[config.mk]
export PLATFORM = sky130hd
export DESIGN_NAME = flapjack_sd_sequencer
export DESIGN_NICKNAME = d
export VERILOG_FILES = /design/src/rtl/flapjack_sd_pkg.sv /design/src/rtl/flapjack_sd_cmd_issuer.sv /design/src/rtl/flapjack_sd_sequencer.sv
export SDC_FILE = /design/constraint.sdc
export NUM_CORES = 1
export LEC_CHECK = 0
export CORE_UTILIZATION = 40
export CTS_CLUSTER_DIAMETER = 200
export DETAILED_ROUTE_END_ITERATION = 12
export GPL_TIMING_DRIVEN = 0
export MAX_ROUTING_LAYER = met4
export SLEW_MARGIN = 0
export SYNTH_ARGS = -nofsm -noshare
export SYNTH_HDL_FRONTEND = slang
export SYNTH_SLANG_ARGS = --single-unit
[constraint.sdc]
create_clock -name clk_sys -period 3 [get_ports clk_sys]
set_input_delay 0.45 -clock clk_sys [delete_from_list [all_inputs] [get_ports clk_sys]]
set_output_delay 0.45 -clock clk_sys [all_outputs]
set_load 0.02 [all_outputs]
[src/rtl/flapjack_sd_pkg.sv]
// Shared constants and state encodings for the flapjack SD init/read sequencer.
package flapjack_sd_pkg;

  localparam logic [7:0] CMD_NONE = 8'd0;
  localparam logic [7:0] CMD0     = 8'd1;
  localparam logic [7:0] CMD8     = 8'd2;
  localparam logic [7:0] CMD55    = 8'd4;
  localparam logic [7:0] ACMD41   = 8'd5;
  localparam logic [7:0] CMD58    = 8'd6;
  localparam logic [7:0] CMD17    = 8'd7;
  localparam logic [7:0] ADDR_LO  = 8'd32;
  localparam logic [7:0] ADDR_HI  = 8'd33;

  localparam logic [2:0] ERR_NONE    = 3'd0;
  localparam logic [2:0] ERR_CMD0    = 3'd1;
  localparam logic [2:0] ERR_CMD8    = 3'd2;
  localparam logic [2:0] ERR_ACMD41  = 3'd3;
  localparam logic [2:0] ERR_CMD58   = 3'd4;
  localparam logic [2:0] ERR_CMD17   = 3'd5;
  localparam logic [2:0] ERR_TIMEOUT = 3'd6;
  localparam logic [2:0] ERR_REMOVED = 3'd7;

  localparam int DEBOUNCE_CYCLES = 1024;

  typedef enum logic [3:0] {
    NOCARD, I_CMD0, I_CMD8, I_CMD55, I_ACMD41, I_CMD58,
    IDLE, R_ALO, R_AHI, R_CMD17, FAULT
  } main_state_e;

  typedef enum logic [2:0] {
    ISS_IDLE, ISS_CLR, ISS_WCLR, ISS_SET, ISS_WAIT
  } iss_state_e;

endpackage

[src/rtl/flapjack_sd_cmd_issuer.sv]
// Clear/set handshake to the SD shifter for one command, with per-command timeout.
module flapjack_sd_cmd_issuer
  import flapjack_sd_pkg::*;
#(
  parameter int TIMEOUT_CYCLES = 4_000_000
) (
  input  logic        clk_sys,
  input  logic        reset,
  input  logic        start,
  input  logic        abort,
  input  logic [7:0]  code,
  input  logic [15:0] arg,
  input  logic [8:0]  sd_status,
  output logic [7:0]  sd_cmd,
  output logic [15:0] sd_cmddata,
  output logic        ok,
  output logic        timeout,
  output logic        fin
);

  localparam logic [22:0] TC_LAST = 23'(TIMEOUT_CYCLES - 1);

  iss_state_e  iss_q, iss_d;
  logic [7:0]  code_q;
  logic [15:0] arg_q;
  logic [22:0] tcnt_q;
  logic        wclr_q;
  logic        unused_status;

  assign unused_status = ^sd_status[7:1];

  assign timeout    = (iss_q != ISS_IDLE) && (tcnt_q == TC_LAST);
  assign fin        = (iss_q == ISS_WAIT) && sd_status[8] && !timeout;
  assign ok         = sd_status[0];
  assign sd_cmddata = arg_q;

  always_comb begin
    iss_d  = iss_q;
    sd_cmd = CMD_NONE;
    case (iss_q)
      ISS_IDLE: if (start) iss_d = ISS_CLR;
      ISS_CLR:  iss_d = ISS_WCLR;
      // wclr_q guarantees at least two cycles in ISS_WCLR
      ISS_WCLR: if (!sd_status[8] && wclr_q) iss_d = ISS_SET;
      ISS_SET: begin
        sd_cmd = code_q;
        iss_d  = ISS_WAIT;
      end
      ISS_WAIT: begin
        sd_cmd = code_q;
        if (fin) iss_d = ISS_IDLE;
      end
      default: iss_d = ISS_IDLE;
    endcase
    if (abort || timeout) iss_d = ISS_IDLE;
  end

  always_ff @(posedge clk_sys or posedge reset) begin
    if (reset) begin
      iss_q  <= ISS_IDLE;
      code_q <= CMD_NONE;
      arg_q  <= '0;
      tcnt_q <= '0;
      wclr_q <= 1'b0;
    end else begin
      iss_q <= iss_d;
      if (iss_q == ISS_IDLE && start && !abort) begin
        code_q <= code;
        arg_q  <= arg;
      end
      tcnt_q <= (iss_q == ISS_IDLE) ? '0 : tcnt_q + 23'd1;
      wclr_q <= (iss_q == ISS_WCLR);
    end
  end

endmodule

[src/rtl/flapjack_sd_sequencer.sv]
// SD card init (CMD0/8/55/ACMD41[/58]) and single-block read sequencer.
// Define FLAPJACK_SD_CMD58_CHECK_EN to add the CMD58 step to initialisation.
module flapjack_sd_sequencer
  import flapjack_sd_pkg::*;
#(
  parameter int ACMD41_RETRIES = 255,
  parameter int TIMEOUT_CYCLES = 4_000_000
) (
  input  logic        clk_sys,
  input  logic        reset,
  input  logic        sd_cd,
  input  logic        req_read,
  input  logic [31:0] req_lba,
  output logic        ready,
  output logic        busy,
  output logic        done,
  output logic        error,
  output logic [2:0]  err_code,
  output logic [7:0]  sd_cmd,
  output logic [15:0] sd_cmddata,
  input  logic [8:0]  sd_status
);

  localparam int RW = (ACMD41_RETRIES > 1) ? $clog2(ACMD41_RETRIES + 1) : 1;
  localparam logic [RW-1:0] RETRY_LAST = RW'(ACMD41_RETRIES - 1);
  localparam logic [9:0]    DEB_LAST   = 10'(DEBOUNCE_CYCLES - 1);

  main_state_e state_q, state_d;
  logic [2:0]    err_q, err_d;
  logic          error_q, error_d;
  logic          done_q, done_d;
  logic [RW-1:0] retry_q, retry_d;
  logic [31:0]   lba_q, lba_d;
  logic [9:0]    deb_q;
  logic [7:0]    cmd_code;
  logic [15:0]   cmd_arg;
  logic          iss_ok, iss_timeout, iss_fin;

  assign ready    = (state_q == IDLE);
  assign busy     = !(state_q == NOCARD || state_q == IDLE || state_q == FAULT);
  assign done     = done_q;
  assign error    = error_q;
  assign err_code = err_q;

  flapjack_sd_cmd_issuer #(.TIMEOUT_CYCLES(TIMEOUT_CYCLES)) u_issuer (
    .clk_sys    (clk_sys),
    .reset      (reset),
    .start      (busy),
    .abort      (sd_cd),
    .code       (cmd_code),
    .arg        (cmd_arg),
    .sd_status  (sd_status),
    .sd_cmd     (sd_cmd),
    .sd_cmddata (sd_cmddata),
    .ok         (iss_ok),
    .timeout    (iss_timeout),
    .fin        (iss_fin)
  );

  always_comb begin
    state_d  = state_q;
    err_d    = err_q;
    error_d  = error_q;
    retry_d  = retry_q;
    lba_d    = lba_q;
    done_d   = 1'b0;
    cmd_code = CMD_NONE;
    cmd_arg  = '0;
    case (state_q)
      I_CMD0:   cmd_code = CMD0;
      I_CMD8:   cmd_code = CMD8;
      I_CMD55:  cmd_code = CMD55;
      I_ACMD41: cmd_code = ACMD41;
      I_CMD58:  cmd_code = CMD58;
      R_ALO: begin
        cmd_code = ADDR_LO;
        cmd_arg  = lba_q[15:0];
      end
      R_AHI: begin
        cmd_code = ADDR_HI;
        cmd_arg  = lba_q[31:16];
      end
      R_CMD17:  cmd_code = CMD17;
      default:  cmd_code = CMD_NONE;
    endcase

    // Removal outranks everything, including a coincident read request.
    if (sd_cd) begin
      state_d = NOCARD;
      if (state_q != NOCARD) begin
        error_d = 1'b1;
        err_d   = ERR_REMOVED;
      end
    end else if (iss_timeout) begin
      state_d = FAULT;
      error_d = 1'b1;
      err_d   = ERR_TIMEOUT;
    end else begin
      case (state_q)
        NOCARD: if (deb_q == DEB_LAST) begin
          state_d = I_CMD0;
          error_d = 1'b0;
          err_d   = ERR_NONE;
          retry_d = '0;
        end
        I_CMD0: if (iss_fin) begin
          if (iss_ok) state_d = I_CMD8;
          else begin state_d = FAULT; error_d = 1'b1; err_d = ERR_CMD0; end
        end
        I_CMD8: if (iss_fin) begin
          if (iss_ok) state_d = I_CMD55;
          else begin state_d = FAULT; error_d = 1'b1; err_d = ERR_CMD8; end
        end
        I_CMD55: if (iss_fin) state_d = I_ACMD41;
        I_ACMD41: if (iss_fin) begin
          if (iss_ok) begin
`ifdef FLAPJACK_SD_CMD58_CHECK_EN
            state_d = I_CMD58;
`else
            state_d = IDLE;
`endif
          end else if (retry_q == RETRY_LAST) begin
            state_d = FAULT;
            error_d = 1'b1;
            err_d   = ERR_ACMD41;
          end else begin
            retry_d = retry_q + RW'(1);
            state_d = I_CMD55;
          end
        end
        I_CMD58: if (iss_fin) begin
          if (iss_ok) state_d = IDLE;
          else begin state_d = FAULT; error_d = 1'b1; err_d = ERR_CMD58; end
        end
        IDLE: if (req_read) begin
          lba_d   = req_lba;
          state_d = R_ALO;
        end
        R_ALO: if (iss_fin) state_d = R_AHI;
        R_AHI: if (iss_fin) state_d = R_CMD17;
        R_CMD17: if (iss_fin) begin
          if (iss_ok) begin state_d = IDLE; done_d = 1'b1; end
          else begin state_d = FAULT; error_d = 1'b1; err_d = ERR_CMD17; end
        end
        default: state_d = state_q;
      endcase
    end
  end

  always_ff @(posedge clk_sys or posedge reset) begin
    if (reset) begin
      state_q <= NOCARD;
      err_q   <= ERR_NONE;
      error_q <= 1'b0;
      done_q  <= 1'b0;
      retry_q <= '0;
      lba_q   <= '0;
      deb_q   <= '0;
    end else begin
      state_q <= state_d;
      err_q   <= err_d;
      error_q <= error_d;
      done_q  <= done_d;
      retry_q <= retry_d;
      lba_q   <= lba_d;
      if (state_q != NOCARD || sd_cd) deb_q <= '0;
      else if (deb_q != DEB_LAST)     deb_q <= deb_q + 10'd1;
    end
  end

endmodule

==> results of run 1 <==
[registers in the layout, summed over array words and instances (netlist names)]
name and count:
deb_q 10, done 1, err_code 3, error 1, lba_q 32, retry_q 8, state_q 4, u_issuer.code_q 4
u_issuer.iss_q 3, u_issuer.sd_cmddata 16, u_issuer.tcnt_q 23, u_issuer.wclr_q 1
[cell families (layout without fill, tap and decap cells)]
logic type,Yosys count,after routing,share of synthesized area (%)
flops,106,106,50.11
compound gates,100,100,12.24
mux,36,36,9.714
other cells,1,4,0.07084
xor+xnor,27,27,4.467
buf+inv,43,125,3.947
fa+ha+maj,4,4,0.9454
simple gates,193,193,18.51
[per-layer routing]
layer / GRT usage, % / share of wire [%]
met5: - / 0
met4: 7.932 / 1.7
met3: 3.502 / 4.7
met2: 29.31 / 46
met1: 25.26 / 47
[metrics by stage]
step | power [W] | instance area, sq um | util, %
after floorplan | 0.001735 | 5309 | -
after global placement | 0.001865 | 6155 | 48.18
after detailed placement | 0.001881 | 6215 | 48.65
after CTS | 0.003038 | 6502 | 50.91
after global routing | 0.003126 | 6511 | 50.97
final | 0.002995 | 6511 | 50.97
[path summary, 6_finish.rpt]
kind,from,end,cells past startpoint
worst max-delay path,u_issuer.tcnt_q[0],lba_q[19],9
worst min register to register,u_issuer.code_q[5],u_issuer.code_q[5],2
min in group asynchronous,reset,u_issuer.tcnt_q[2],3
worst max register to register,u_issuer.tcnt_q[0],lba_q[19],9
max in group asynchronous,reset,err_code[2],4
worst min-delay path,u_issuer.code_q[5],u_issuer.code_q[5],2
[synthesized netlist by cell type (all sizes together), types with 6 or more instances]
master | n | area share [%]
nand2 | 43 | 3.0
clkbuf | 19 | 1.3
o21ai | 36 | 3.4
mux2 | 33 | 9.1
nand4 | 9 | 1.1
and2 | 6 | 0.71
and3 | 7 | 0.83
nand2b | 6 | 0.71
a21oi | 15 | 1.4
o31ai | 7 | 0.99
xor2 | 13 | 2.2
buf | 13 | 1.8
dfrtp | 106 | 50
inv | 11 | 0.78
nor2 | 52 | 3.7
a22oi | 17 | 2.4
nor3 | 18 | 1.8
xnor2 | 14 | 2.3
nand3 | 17 | 1.6
[critical path, cell delays in order, from the launching register on]
cell and delay [ns]:
dfrtp_1 0.40, ha_1 0.23, nand2_1 0.09, or3_4 0.37, o41ai_4 0.68, inv_2 0.06
and3_1 0.20, buf_6 0.13, buf_6 0.16, mux2_4 0.31
[layout make-up]
class	instances	area [sq um]
clock inverters	5	45.04
fillers	1168	6262
inverters	11	45.04
well taps	172	215.2
repair buffers	66	690.7
multi-input cells	364	2451
flip-flops and latches	106	2653
clock buffers	11	242.7
plain buffers	32	168.9
[where the power goes]
| part | internal (W) | switching, W | total [W] |
|---|---|---|---|
| clock network | 0.000600 | 0.000547 | 0.00115 |
| registers | 0.00147 | 0.0000348 | 0.00151 |
| logic | 0.000147 | 0.000193 | 0.000340 |
| total | 0.00222 | 0.000774 | 0.00300 |
==> impl_metrics.json, run 1 <==
{
  "antenna_cells": 0,
  "h_tree_levels": 3,
  "antenna_violations_before_repair": 0,
  "grt_use_total_pct": 19.20,
  "seq_cells_post_synth": 106,
  "timing.critical_path.from_type": "flop",
  "synth_area_sq_mm": 0.005294,
  "wl_mm": 11.90,
  "r2r_slack_ns": 0.25,
  "routed_via_density": 5.266,
  "final-hold-violation-count": 0,
  "synthArstFlopShare_pct": 100.0,
  "worst_setup_path_end_kind": "flop",
  "detailroute.via_count": 4039,
  "finalCritPeriodShare_pct": 91.73,
  "power.leakage_nw": 2.725,
  "nets": 639,
  "grt_start_max_net_pins": 41,
  "dp_hpwl_mm": 8.390,
  "flow.area_growth_from_synthesis_pct": 23.00,
  "syn_inst": 510,
  "tns_ns": 0,
  "cts-buffers-inserted": 9,
  "final_max_slew_viol_count": 0,
  "maxSlewHeadroom_pct": 44.47,
  "ir_drop_mv": 0.2417,
  "final_cell_mix": "106 x dfrtp_1, 63 x clkdlybuf4s50_1, 51 x nor2_1",
  "drt_iter0_drc": 296,
  "drv.max_cap_violation_count": 0,
  "pwr_dens_mw_per_mm2": 460.0,
  "clockRootBuffer": "clkbuf_16",
  "clock_sink_count": 106,
  "timing.clock.skew_ns": 0.008714,
  "fmaxAchievable_mhz": 363.4,
  "run_status": "complete, no violations",
  "dieArea_sq_mm": 0.01370,
  "grt.overflow.total": 0,
  "cts.hold.buffers_added": 0,
  "holdWs_ns": 0.4803,
  "wl_per_cell_um": 15.52,
  "grt_pass1_wl_mm": 19.59,
  "grt_pass1_vias": 4009,
  "number_of_enable_type_register_cells_in_the_synthesized_netlist": 0,
  "tritoncts": "done",
  "setup_slack_ns": 0.2480,
  "io_pins": 76,
  "crit_required_ns": 3.24,
  "yosysWarningCount": 0,
  "setup_viol": 0,
  "cts_setup_buffers": 0,
  "cp.arrival_ns": 2.99,
  "synthDistinctLibCells": 57,
  "firstDrtPassIters": 5,
  "effective_utilization_at_floorplan_pct": 41.44,
  "mostFrequentLayoutCell": "dfrtp_1",
  "finalWorstPathRequiredPeriod_ns": 2.752,
  "die-height_um": 117.0,
  "route.detailed.drc": 0,
  "critical_path_class": "reg -> reg",
  "final_layout_size_suffix_gt1_share_pct": 12.61,
  "ys_seq_area_share_pct": 50.11,
  "die_width_um": 117.0,
  "detailedPlace.worstSlack_ns": 0.06218,
  "maximum_fanout_encountered_on_the_critical_timing_path": 10,
  "post_synth.cell_area_avg_sq_um": 10.38,
  "placement.io_buffers": 63,
  "clk_transition_reported_paths_ns": 0.07,
  "instances_no_fill": 767,
  "placed_cells": 751,
  "antenna_left": 0,
  "hold_class": "reg -> reg",
  "worst_skew_pair.late_latency_ns": 0.35,
  "row_count": 41,
  "worst-slew-pin-transition_ns": 0.8254,
  "ctsLongestPathBuffers": 2,
  "grt_setup_unrepaired": "false",
  "globalplace.congestion": 0.8818,
  "postCtsResizedCells": 0,
  "ys_dominant_reg_cell": "dfrtp_1",
  "core_area_sq_mm": 0.01277
}
Note: power is estimated with default switching activity, not from simulation.
==> inputs of run 2 (changes only) <==
--- a/config.mk
+++ b/config.mk
@@ -5,12 +5,13 @@
 export SDC_FILE = /design/constraint.sdc
 export NUM_CORES = 1
 export LEC_CHECK = 0
-export CORE_UTILIZATION = 40
+export CORE_UTILIZATION = 45
 export CTS_CLUSTER_DIAMETER = 200
 export DETAILED_ROUTE_END_ITERATION = 12
 export GPL_TIMING_DRIVEN = 0
 export MAX_ROUTING_LAYER = met4
-export SLEW_MARGIN = 0
+export PLACE_DENSITY = 0.71
+export SLEW_MARGIN = 30
 export SYNTH_ARGS = -nofsm -noshare
 export SYNTH_HDL_FRONTEND = slang
 export SYNTH_SLANG_ARGS = --single-unit
==> run 2 against run 1 <==
Global-route usage is 1.4 points higher. Flip-flop and latch count stayed put. Count of clock-buffer cells in the layout is 2 lower. Clock skew hardly changed. Cell count is 3.8% lower. Non-clock buffer count stayed put. Maximum frequency is 2.6% lower. First-iteration DRC count is 40% lower.
==> impl_metrics.json, run 2 (synthesis results as in run 1) <==
{
  "io_pins": 76,
  "crit_required_ns": 3.23,
  "clockRootBuffer": "clkbuf_16",
  "worst_skew_pair.late_latency_ns": 0.35,
  "drt_iter0_drc": 177,
  "ir_drop_mv": 0.2557,
  "slowest_delay_ns": 0.75,
  "placement.io_buffers": 63,
  "crit_family": "compound AO/OA/AOI/OAI gates",
  "hold_class": "in -> async",
  "grt_pass1_wl_mm": 19.92,
  "dieArea_sq_mm": 0.01220,
  "row_count": 39,
  "postCtsResizedCells": 0,
  "final-hold-violation-count": 0,
  "grt_setup_unrepaired": "false",
  "grt_pass1_vias": 4079,
  "placed_cells": 722,
  "grt_use_total_pct": 20.65,
  "drv.max_cap_violation_count": 0,
  "routed_via_density": 5.454,
  "finalWorstPathRequiredPeriod_ns": 2.825,
  "core_area_sq_mm": 0.01142,
  "clock_sink_count": 106,
  "final_max_slew_viol_count": 0,
  "critical_path_class": "reg -> reg",
  "die-height_um": 110.5,
  "nets": 639,
  "wl_mm": 11.66,
  "finalCritPeriodShare_pct": 94.17,
  "detailroute.via_count": 4025,
  "final_layout_size_suffix_gt1_share_pct": 12.77,
  "flow.area_growth_from_synthesis_pct": 22.15,
  "dpl_cell_area_sq_mm": 0.006178,
  "timing.critical_path.from_type": "flop",
  "tritoncts": "done",
  "instances_no_fill": 738,
  "worst-slew-pin-transition_ns": 0.7433,
  "wl_per_cell_um": 15.79,
  "clk_transition_reported_paths_ns": 0.07,
  "cp.arrival_ns": 3.06,
  "filler_cells": 1006,
  "timing.clock.skew_ns": 0.008807,
  "ff_to_ff_path_depth": 9,
  "path_cells": "ha_1 > nand2_1 > or3_4 > o41ai_4 > inv_2 > and3_1 > buf_6 > buf_6 > mux2_4",
  "cts.hold.buffers_added": 0,
  "cts_setup_buffers": 0,
  "tns_ns": 0,
  "firstDrtPassIters": 8,
  "run_status": "complete, no violations",
  "pwr_dens_mw_per_mm2": 458.6,
  "cts-buffers-inserted": 9,
  "ctsLongestPathBuffers": 2,
  "antenna_left": 0,
  "max_reg_flops": 32,
  "worst_setup_path_end_kind": "flop",
  "critPathSlowestCell": "o41ai_4",
  "cp.depth": 9,
  "mostFrequentLayoutCell": "dfrtp_1",
  "dp_hpwl_mm": 8.380,
  "route.detailed.drc": 0,
  "timing.critical_path.buf_inv": 3,
  "maximum_fanout_encountered_on_the_critical_timing_path": 10,
  "die_width_um": 110.5,
  "globalplace.congestion": 0.8210,
  "antenna_cells": 0,
  "maxSlewHeadroom_pct": 50.28,
  "antenna_violations_before_repair": 0,
  "fmaxAchievable_mhz": 354.0,
  "largest-register": "lba_q",
  "grt.overflow.total": 0,
  "final_cell_mix": "106 x dfrtp_1, 63 x clkdlybuf4s50_1, 51 x nor2_1",
  "h_tree_levels": 3,
  "postLayoutCellArea_sq_mm": 0.006466,
  "grt_start_max_net_pins": 31,
  "critical_path_s_most_frequent_cell": "buf_6",
  "power.leakage_nw": 2.720,
  "setup_viol": 0,
  "effective_utilization_at_floorplan_pct": 46.36
}
run 2: cell types whose count changed in the layout (fill, tap and decap cells not counted):
cell and delta:
clkbuf_1 -1, clkinv_2 +2, inv_6 -1, clkinvlp_4 +1, clkbuf_8 -1
run 2: where the power goes:
part           leakage (nW)  internal, W  total (W)  switching (W)
clock network         0.134     0.000570    0.00111       0.000544
logic                  1.13     0.000147   0.000342       0.000195
registers              1.46      0.00147    0.00151      0.0000346
run 2: worst paths after layout:
kind / start / slack (ns) / end
max in group asynchronous: reset / 1.80 / deb_q[2]
worst min-delay path: reset / 0.48 / lba_q[28]
worst max-delay path: u_issuer.tcnt_q[0] / 0.17 / lba_q[29]
worst min register to register: u_issuer.code_q[5] / 0.48 / u_issuer.code_q[5]
min in group clk_sys: u_issuer.code_q[5] / 0.48 / u_issuer.code_q[5]
worst max register to register: u_issuer.tcnt_q[0] / 0.17 / lba_q[29]
run 2: stage by stage:
step	power, W	worst slack (ns)	util, %	hold WS (ns)
after global placement	0.001860	0.1423	53.58	0.4533
after floorplan	0.001735	0.5516	-	0.4402
after detailed placement	0.001883	0.1071	54.11	0.4634
final	0.002966	0.1748	56.63	0.4760
after CTS	0.003002	0.07712	56.55	0.4810
after global routing	0.003107	0.05544	56.63	0.5069
run 2: cell type report:
type / instances / area [sq um] / share of cell area [%]
inverter: 11 / 45.04 / 0.6966
tap: 143 / 178.9 / 2.767
multi-input combinational: 364 / 2451 / 37.91
clock buffer: 9 / 225.2 / 3.483
clock inverter: 7 / 53.80 / 0.8320
timing repair buffer: 66 / 690.7 / 10.68
buffer: 32 / 168.9 / 2.612
sequential: 106 / 2653 / 41.02
run 2: routing by layer:
| layer | up-vias | global-route usage, % | wire length [um] |
|---|---|---|---|
| met5 | - | - | 0 |
| met4 | 0 | 6.756 | 177 |
| met3 | 14 | 4.007 | 488 |
| met2 | 84 | 32.67 | 5564 |
| met1 | 1978 | 26.78 | 5425 |
| li1 | 1949 | - | - |
